==> config.mk <==
export PLATFORM = sky130hd
export DESIGN_NAME = muladd4_flat
export DESIGN_NICKNAME = d
export VERILOG_FILES = /design/src/rtl/muladd4_if.sv /design/src/rtl/muladd4.sv /design/src/flat_wrapper.sv
export SDC_FILE = /design/constraint.sdc
export NUM_CORES = 2
export LEC_CHECK = 0
export CAP_MARGIN = 25
export CELL_PAD_IN_SITES_DETAIL_PLACEMENT = 1
export CELL_PAD_IN_SITES_GLOBAL_PLACEMENT = 1
export CORE_UTILIZATION = 40
export CTS_BUF_LIST = sky130_fd_sc_hd__clkbuf_4
export DETAILED_ROUTE_END_ITERATION = 6
export PLACE_DENSITY = 0.79
export SYNTH_ARGS = -nofsm -noshare
export SYNTH_HDL_FRONTEND = slang
export SYNTH_SLANG_ARGS = --single-unit
==> constraint.sdc <==
create_clock -name clk -period 15.1 [get_ports clk]
set_input_delay 4.53 -clock clk [delete_from_list [all_inputs] [get_ports clk]]
set_output_delay 4.53 -clock clk [all_outputs]
set_load 0.05 [all_outputs]
==> src/rtl/muladd4_if.sv <==
// Operand/result bundle for the muladd4 four-lane multiply-add.
// Parameters: A_W/B_W operand widths, R_W result width (A_W+B_W).
// Signals: dataa_0..3 / datab_0..3 per-lane unsigned operands, result registered sum.
// Modports: master drives operands and observes result; slave is the datapath side.
interface muladd4_if #(
  parameter int A_W = 16,
  parameter int B_W = 16,
  parameter int R_W = 32
);
  logic [A_W-1:0] dataa_0, dataa_1, dataa_2, dataa_3;
  logic [B_W-1:0] datab_0, datab_1, datab_2, datab_3;
  logic [R_W-1:0] result;

  modport master (
    output dataa_0, dataa_1, dataa_2, dataa_3,
    output datab_0, datab_1, datab_2, datab_3,
    input  result
  );

  modport slave (
    input  dataa_0, dataa_1, dataa_2, dataa_3,
    input  datab_0, datab_1, datab_2, datab_3,
    output result
  );
endinterface

==> src/rtl/muladd4.sv <==
// muladd4: four-lane pipelined unsigned multiply-add, result = sum(a_i*b_i).
// Three register stages (operands, products, sum), latency 3, one set per clock.
// Ports: clk rising-edge clock; rst_n async active-low reset clearing every stage;
//        bus (muladd4_if.slave) carries dataa_0..3, datab_0..3 and result.
// Option: define MULADD4_SATURATE_EN to clamp the sum to all-ones instead of
//         wrapping modulo 2^R_W. Latency is the same in both builds.

// One lane: operand register (S1) followed by exact product register (S2).
module muladd4_lane #(
  parameter int A_W = 16,
  parameter int B_W = 16,
  parameter int R_W = 32
) (
  input  logic           clk,
  input  logic           rst_n,
  input  logic [A_W-1:0] a,
  input  logic [B_W-1:0] b,
  output logic [R_W-1:0] prod
);
  logic [A_W-1:0] a_q;
  logic [B_W-1:0] b_q;

  always_ff @(posedge clk or negedge rst_n) begin
    if (!rst_n) begin
      a_q  <= '0;
      b_q  <= '0;
      prod <= '0;
    end else begin
      a_q  <= a;
      b_q  <= b;
      prod <= R_W'(a_q) * R_W'(b_q);
    end
  end
endmodule

module muladd4 #(
  parameter int A_W = 16,
  parameter int B_W = 16,
  parameter int R_W = 32
) (
  input  logic     clk,
  input  logic     rst_n,
  muladd4_if.slave bus
);
  localparam int NUM_LANES = 4;

  logic [NUM_LANES-1:0][A_W-1:0] a;
  logic [NUM_LANES-1:0][B_W-1:0] b;
  logic [NUM_LANES-1:0][R_W-1:0] prod;

  assign a = {bus.dataa_3, bus.dataa_2, bus.dataa_1, bus.dataa_0};
  assign b = {bus.datab_3, bus.datab_2, bus.datab_1, bus.datab_0};

  for (genvar i = 0; i < NUM_LANES; i++) begin : g_lane
    muladd4_lane #(.A_W(A_W), .B_W(B_W), .R_W(R_W)) u_lane (
      .clk  (clk),
      .rst_n(rst_n),
      .a    (a[i]),
      .b    (b[i]),
      .prod (prod[i])
    );
  end

  // Two-level adder tree, each level one bit wider so the sum is exact.
  logic [R_W:0]   s01, s23;
  logic [R_W+1:0] sum;

  assign s01 = (R_W+1)'(prod[0]) + (R_W+1)'(prod[1]);
  assign s23 = (R_W+1)'(prod[2]) + (R_W+1)'(prod[3]);
  assign sum = (R_W+2)'(s01) + (R_W+2)'(s23);

  logic [R_W-1:0] sum_out;

`ifdef MULADD4_SATURATE_EN
  // Clamp anything that does not fit in R_W bits.
  assign sum_out = (sum > (R_W+2)'({R_W{1'b1}})) ? {R_W{1'b1}} : sum[R_W-1:0];
`else
  // Plain modulo-2^R_W wrap; the carry bits are intentionally dropped.
  logic unused_carry;
  assign unused_carry = ^sum[R_W+1:R_W];
  assign sum_out      = sum[R_W-1:0];
`endif

  logic [R_W-1:0] res_q;

  always_ff @(posedge clk or negedge rst_n) begin
    if (!rst_n) res_q <= '0;
    else        res_q <= sum_out;
  end

  assign bus.result = res_q;
endmodule

==> src/flat_wrapper.sv <==
// flat-port wrapper written by rule: the top's interface ports become plain ports
module muladd4_flat 
#(
  parameter int A_W = 16,
  parameter int B_W = 16,
  parameter int R_W = 32
)
  (clk, rst_n, bus_dataa_0, bus_dataa_1, bus_dataa_2, bus_dataa_3, bus_datab_0, bus_datab_1, bus_datab_2, bus_datab_3, bus_result);
  muladd4_if #(.A_W(A_W), .B_W(B_W), .R_W(R_W)) bus_i ();
  input  logic clk;
  input  logic rst_n;
  input wire logic [$bits(bus_i.dataa_0)-1:0] bus_dataa_0;
  input wire logic [$bits(bus_i.dataa_1)-1:0] bus_dataa_1;
  input wire logic [$bits(bus_i.dataa_2)-1:0] bus_dataa_2;
  input wire logic [$bits(bus_i.dataa_3)-1:0] bus_dataa_3;
  input wire logic [$bits(bus_i.datab_0)-1:0] bus_datab_0;
  input wire logic [$bits(bus_i.datab_1)-1:0] bus_datab_1;
  input wire logic [$bits(bus_i.datab_2)-1:0] bus_datab_2;
  input wire logic [$bits(bus_i.datab_3)-1:0] bus_datab_3;
  output wire logic [$bits(bus_i.result)-1:0] bus_result;
  assign bus_i.dataa_0 = bus_dataa_0;
  assign bus_i.dataa_1 = bus_dataa_1;
  assign bus_i.dataa_2 = bus_dataa_2;
  assign bus_i.dataa_3 = bus_dataa_3;
  assign bus_i.datab_0 = bus_datab_0;
  assign bus_i.datab_1 = bus_datab_1;
  assign bus_i.datab_2 = bus_datab_2;
  assign bus_i.datab_3 = bus_datab_3;
  assign bus_result = bus_i.result;
  muladd4 #(.A_W(A_W), .B_W(B_W), .R_W(R_W)) u_core (.clk(clk), .rst_n(rst_n), .bus(bus_i));
endmodule
==> summary.txt <==
Synth
  – Synthesized net count: 5873
  – Multiplexer share of the synthesized area: 0%
  – Yosys reg bits: 288
  – Yosys warning count: 0
  – XOR/XNOR share of the synthesized area: 2.90%
  – Fraction of registers with async set/reset: 100%
  – Synth Area in Adders: 51.1%
  – Syn avg cell area: 9.82 um2
  – Count of unique library cells instantiated by Yosys: 67
  – Synth Area in Simple Gates: 14.1%
  – Number of synthesized flops with an enable pin: 0
  – Syn Inst Count: 4458
  – Synth Cell Area: 43800 um2
  – Compound-Gate Fraction of Synth Area: 6.25%
  – Largest family of logic cells by synthesized area: adder cells
  – Post-synth top flop: dfrtp_1
  – Post-synthesis sequential area ratio: 16.5%

Worst setup path
  – Largest stage delay, worst path: 0.87 ns
  – WP buf/inv: 1
  – Reg2reg end: u_core.g_lane[0].u_lane.prod[31]$_DFF_PN0_
  – CP top delay family: buffers and inverters
  – Critical-path maximum fanout: 1
  – Cell Chain, Critical Path: clkdlybuf4s50_1
  – R2r startpoint: u_core.g_lane[0].u_lane.b_q[9]$_DFF_PN0_
  – Critical path endpoint category: output port
  – Worst setup SP type: flip-flop
  – Critical path arrival: 2.28 ns
  – CP max-delay cell: clkdlybuf4s50_1
  – R2R depth: 22
  – Setup CP Type: reg2out
  – Req. time, crit path: 10.57 ns
  – Reg2reg setup slack: 8.45 ns

Finish
  – Most frequent cells in the layout: inv_1, fa_1, nand2_1
  – Layout cells sized above 1: 3.72%
  – Most common cell after layout, fill and taps aside: inv_1
  – Final #Nets: 5980
  – Register Area: 7210 um2
  – Layout fillers: 12229
  – Final Util: 44.2%
  – Final instance area: 47700 um2
  – Area growth from synthesis to layout: 8.92%
  – Area of the multi-input gates: 32600 um2
  – Post-route insts no fill: 6030

Drt
  – Routed WL: 119000 um
  – Routed WL per cell: 19.7 um
  – Residual DRC count: 0
  – Antenna viol nets, final: 0
  – Initial DRC count: 1297
  – Drt first pass iters: 5
  – Vias per cell: 5.13
  – Vias: 30956

Clock network
  – CTS tree: yes
  – Hold Buf Count CTS: 0
  – Post-CTS sizing: 0
  – Worst-path clk slew: 0.06 ns
  – Postcts setup bufs: 0
  – CTS max path bufs: 3
  – H-tree depth: 3
  – Inserted Clock Buffers: 86
  – Sinks on Clock Net: 288
  – CTS root buffer: clkbuf_4
  – Clk_lat worst skew: 0.93 ns

Job
  – Max Cap Viol: 0

Global route
  – Gr usage total: 22.5%
  – First-pass GRT wire length: 195000 um
  – Largest net degree at the start of global routing: 152
  – GRT Residual Overflow: 0
  – Initial antenna violation count: 9
  – Vias in the first global route: 36322

STA
  – Worst slew pin tran: 0.931 ns
  – Slew margin rel.: 37.9%
  – Final Hold Fails: 0
  – Post-layout min period: 6.81 ns
  – RSZ-0062 raised after global routing: no
  – Fmax: 147 MHz
  – Layout Skew: 0.0703 ns
  – Max-slew violation count: 0
  – Setup_tns: 0 ns
  – Period utilization: 45.1%
  – Endpoints failing setup: 0

Placed design
  – Dpl cells: 5880
  – Routability congestion estimate: 0.875
  – Final HPWL DP: 97000 um
  – Area after DPL: 46600 um2
  – Port Buffers: 161

Die
  – Initial Util: 40.6%
  – Die Area: 111000 um2
  – DIE HEIGHT: 333 um
  – Rows: 120
  – I/O pin total: 162
  – Die width: 333 um
  – Core ar.: 108000 um2

Status
  – Status: finished, final reports clean

Worst hold path
  – Min-delay src: u_core.g_lane[0].u_lane.prod[0]$_DFF_PN0_
  – Hold Crit Class: reg2reg
  – Worst Hold Depth: 1
  – Hold Path Sink: u_core.bus.result[0]$_DFF_PN0_
==> metrics by stage <==
step | setup slack [ns] | hold slack, ns
detailed placement | 8.49 | 0.501
CTS | 8.20 | 0.524
finish | 8.29 | 0.514
global route | 8.10 | 0.541
floorplan | 9.26 | 0.456
global placement | 8.51 | 0.470
==> how the worst max path moves through the flow <==
stage,start,endpoint,slack (ns),cells past startpoint
2_1_floorplan,u_core.g_lane[0].u_lane.b_q[1]$_DFF_PN0_,u_core.g_lane[0].u_lane.prod[28]$_DFF_PN0_,9.26,21
3_3_place_gp,u_core.g_lane[0].u_lane.b_q[7]$_DFF_PN0_,u_core.g_lane[0].u_lane.prod[31]$_DFF_PN0_,8.51,22
3_5_place_dp,u_core.g_lane[0].u_lane.b_q[7]$_DFF_PN0_,u_core.g_lane[0].u_lane.prod[31]$_DFF_PN0_,8.49,22
4_1_cts,u_core.bus.result[29]$_DFF_PN0_,bus_result[29],8.20,1
5_1_grt,u_core.g_lane[0].u_lane.b_q[7]$_DFF_PN0_,u_core.g_lane[0].u_lane.prod[31]$_DFF_PN0_,8.10,22
6_report,u_core.bus.result[26]$_DFF_PN0_,bus_result[26],8.29,1
==> cell usage after synthesis, types with 5 or more instances <==
library cell | instances | area share (%)
inv_1 | 917 | 7.9
fa_1 | 838 | 38
nand2_1 | 606 | 5.2
and2_1 | 491 | 7.0
ha_1 | 447 | 13
dfrtp_1 | 288 | 16
clkbuf_1 | 145 | 1.2
a21oi_1 | 135 | 1.5
xnor2_1 | 109 | 2.2
a21o_1 | 82 | 1.4
nor2_1 | 73 | 0.63
o21ai_0 | 57 | 0.65
xor2_1 | 36 | 0.72
nand3_1 | 25 | 0.29
a31oi_1 | 20 | 0.29
o21bai_1 | 17 | 0.29
a211oi_1 | 16 | 0.27
o21a_1 | 16 | 0.27
nor2b_1 | 14 | 0.20
nand2b_1 | 12 | 0.17
and3_1 | 10 | 0.14
or3_1 | 9 | 0.13
nor3_1 | 7 | 0.080
a31o_2 | 6 | 0.12
or2_2 | 6 | 0.086
a211oi_2 | 5 | 0.14
nand4_1 | 5 | 0.071
==> state kept, by name, summed over array words and instances, names as in the netlist <==
| name | count |
|---|---|
| u_core.g_lane.u_lane.prod | 128 |
| u_core.g_lane.u_lane.a_q | 64 |
| u_core.g_lane.u_lane.b_q | 64 |
| u_core.bus.result | 32 |
==> layer usage <==
layer / up-vias / GRT usage [%] / routed length, um
met3: 244 / 3.17 / 5470
met5: - / 0 / 13
met2: 735 / 39.4 / 60300
met1: 16272 / 28.4 / 49200
li1: 13703 / - / -
met4: 2 / 7.99 / 3970
==> kinds of logic (layout without fill, tap and decap cells) <==
group | after synthesis | in the layout
adders and majority gates | 1285 | 1285
DFF | 288 | 288
buffers and inverters | 1063 | 1229
xor gates and xnor gates | 145 | 145
other | 0 | 3
and+or+nand+nor | 1265 | 1265
AOI/OAI and AO/OA | 412 | 412
==> cell type report <==
cell class,count,area share (%)
diodes,3,0.0158
clock inverters,32,0.352
flip-flops and latches,288,15.1
well taps,1403,3.68
multi-input cells,3107,68.3
inverters,917,7.22
repair buffers,165,3.48
clock buffers,115,1.81
Power is not shown: default switching activity piles up to over one toggle a cycle in this logic, so the estimate is an artifact.
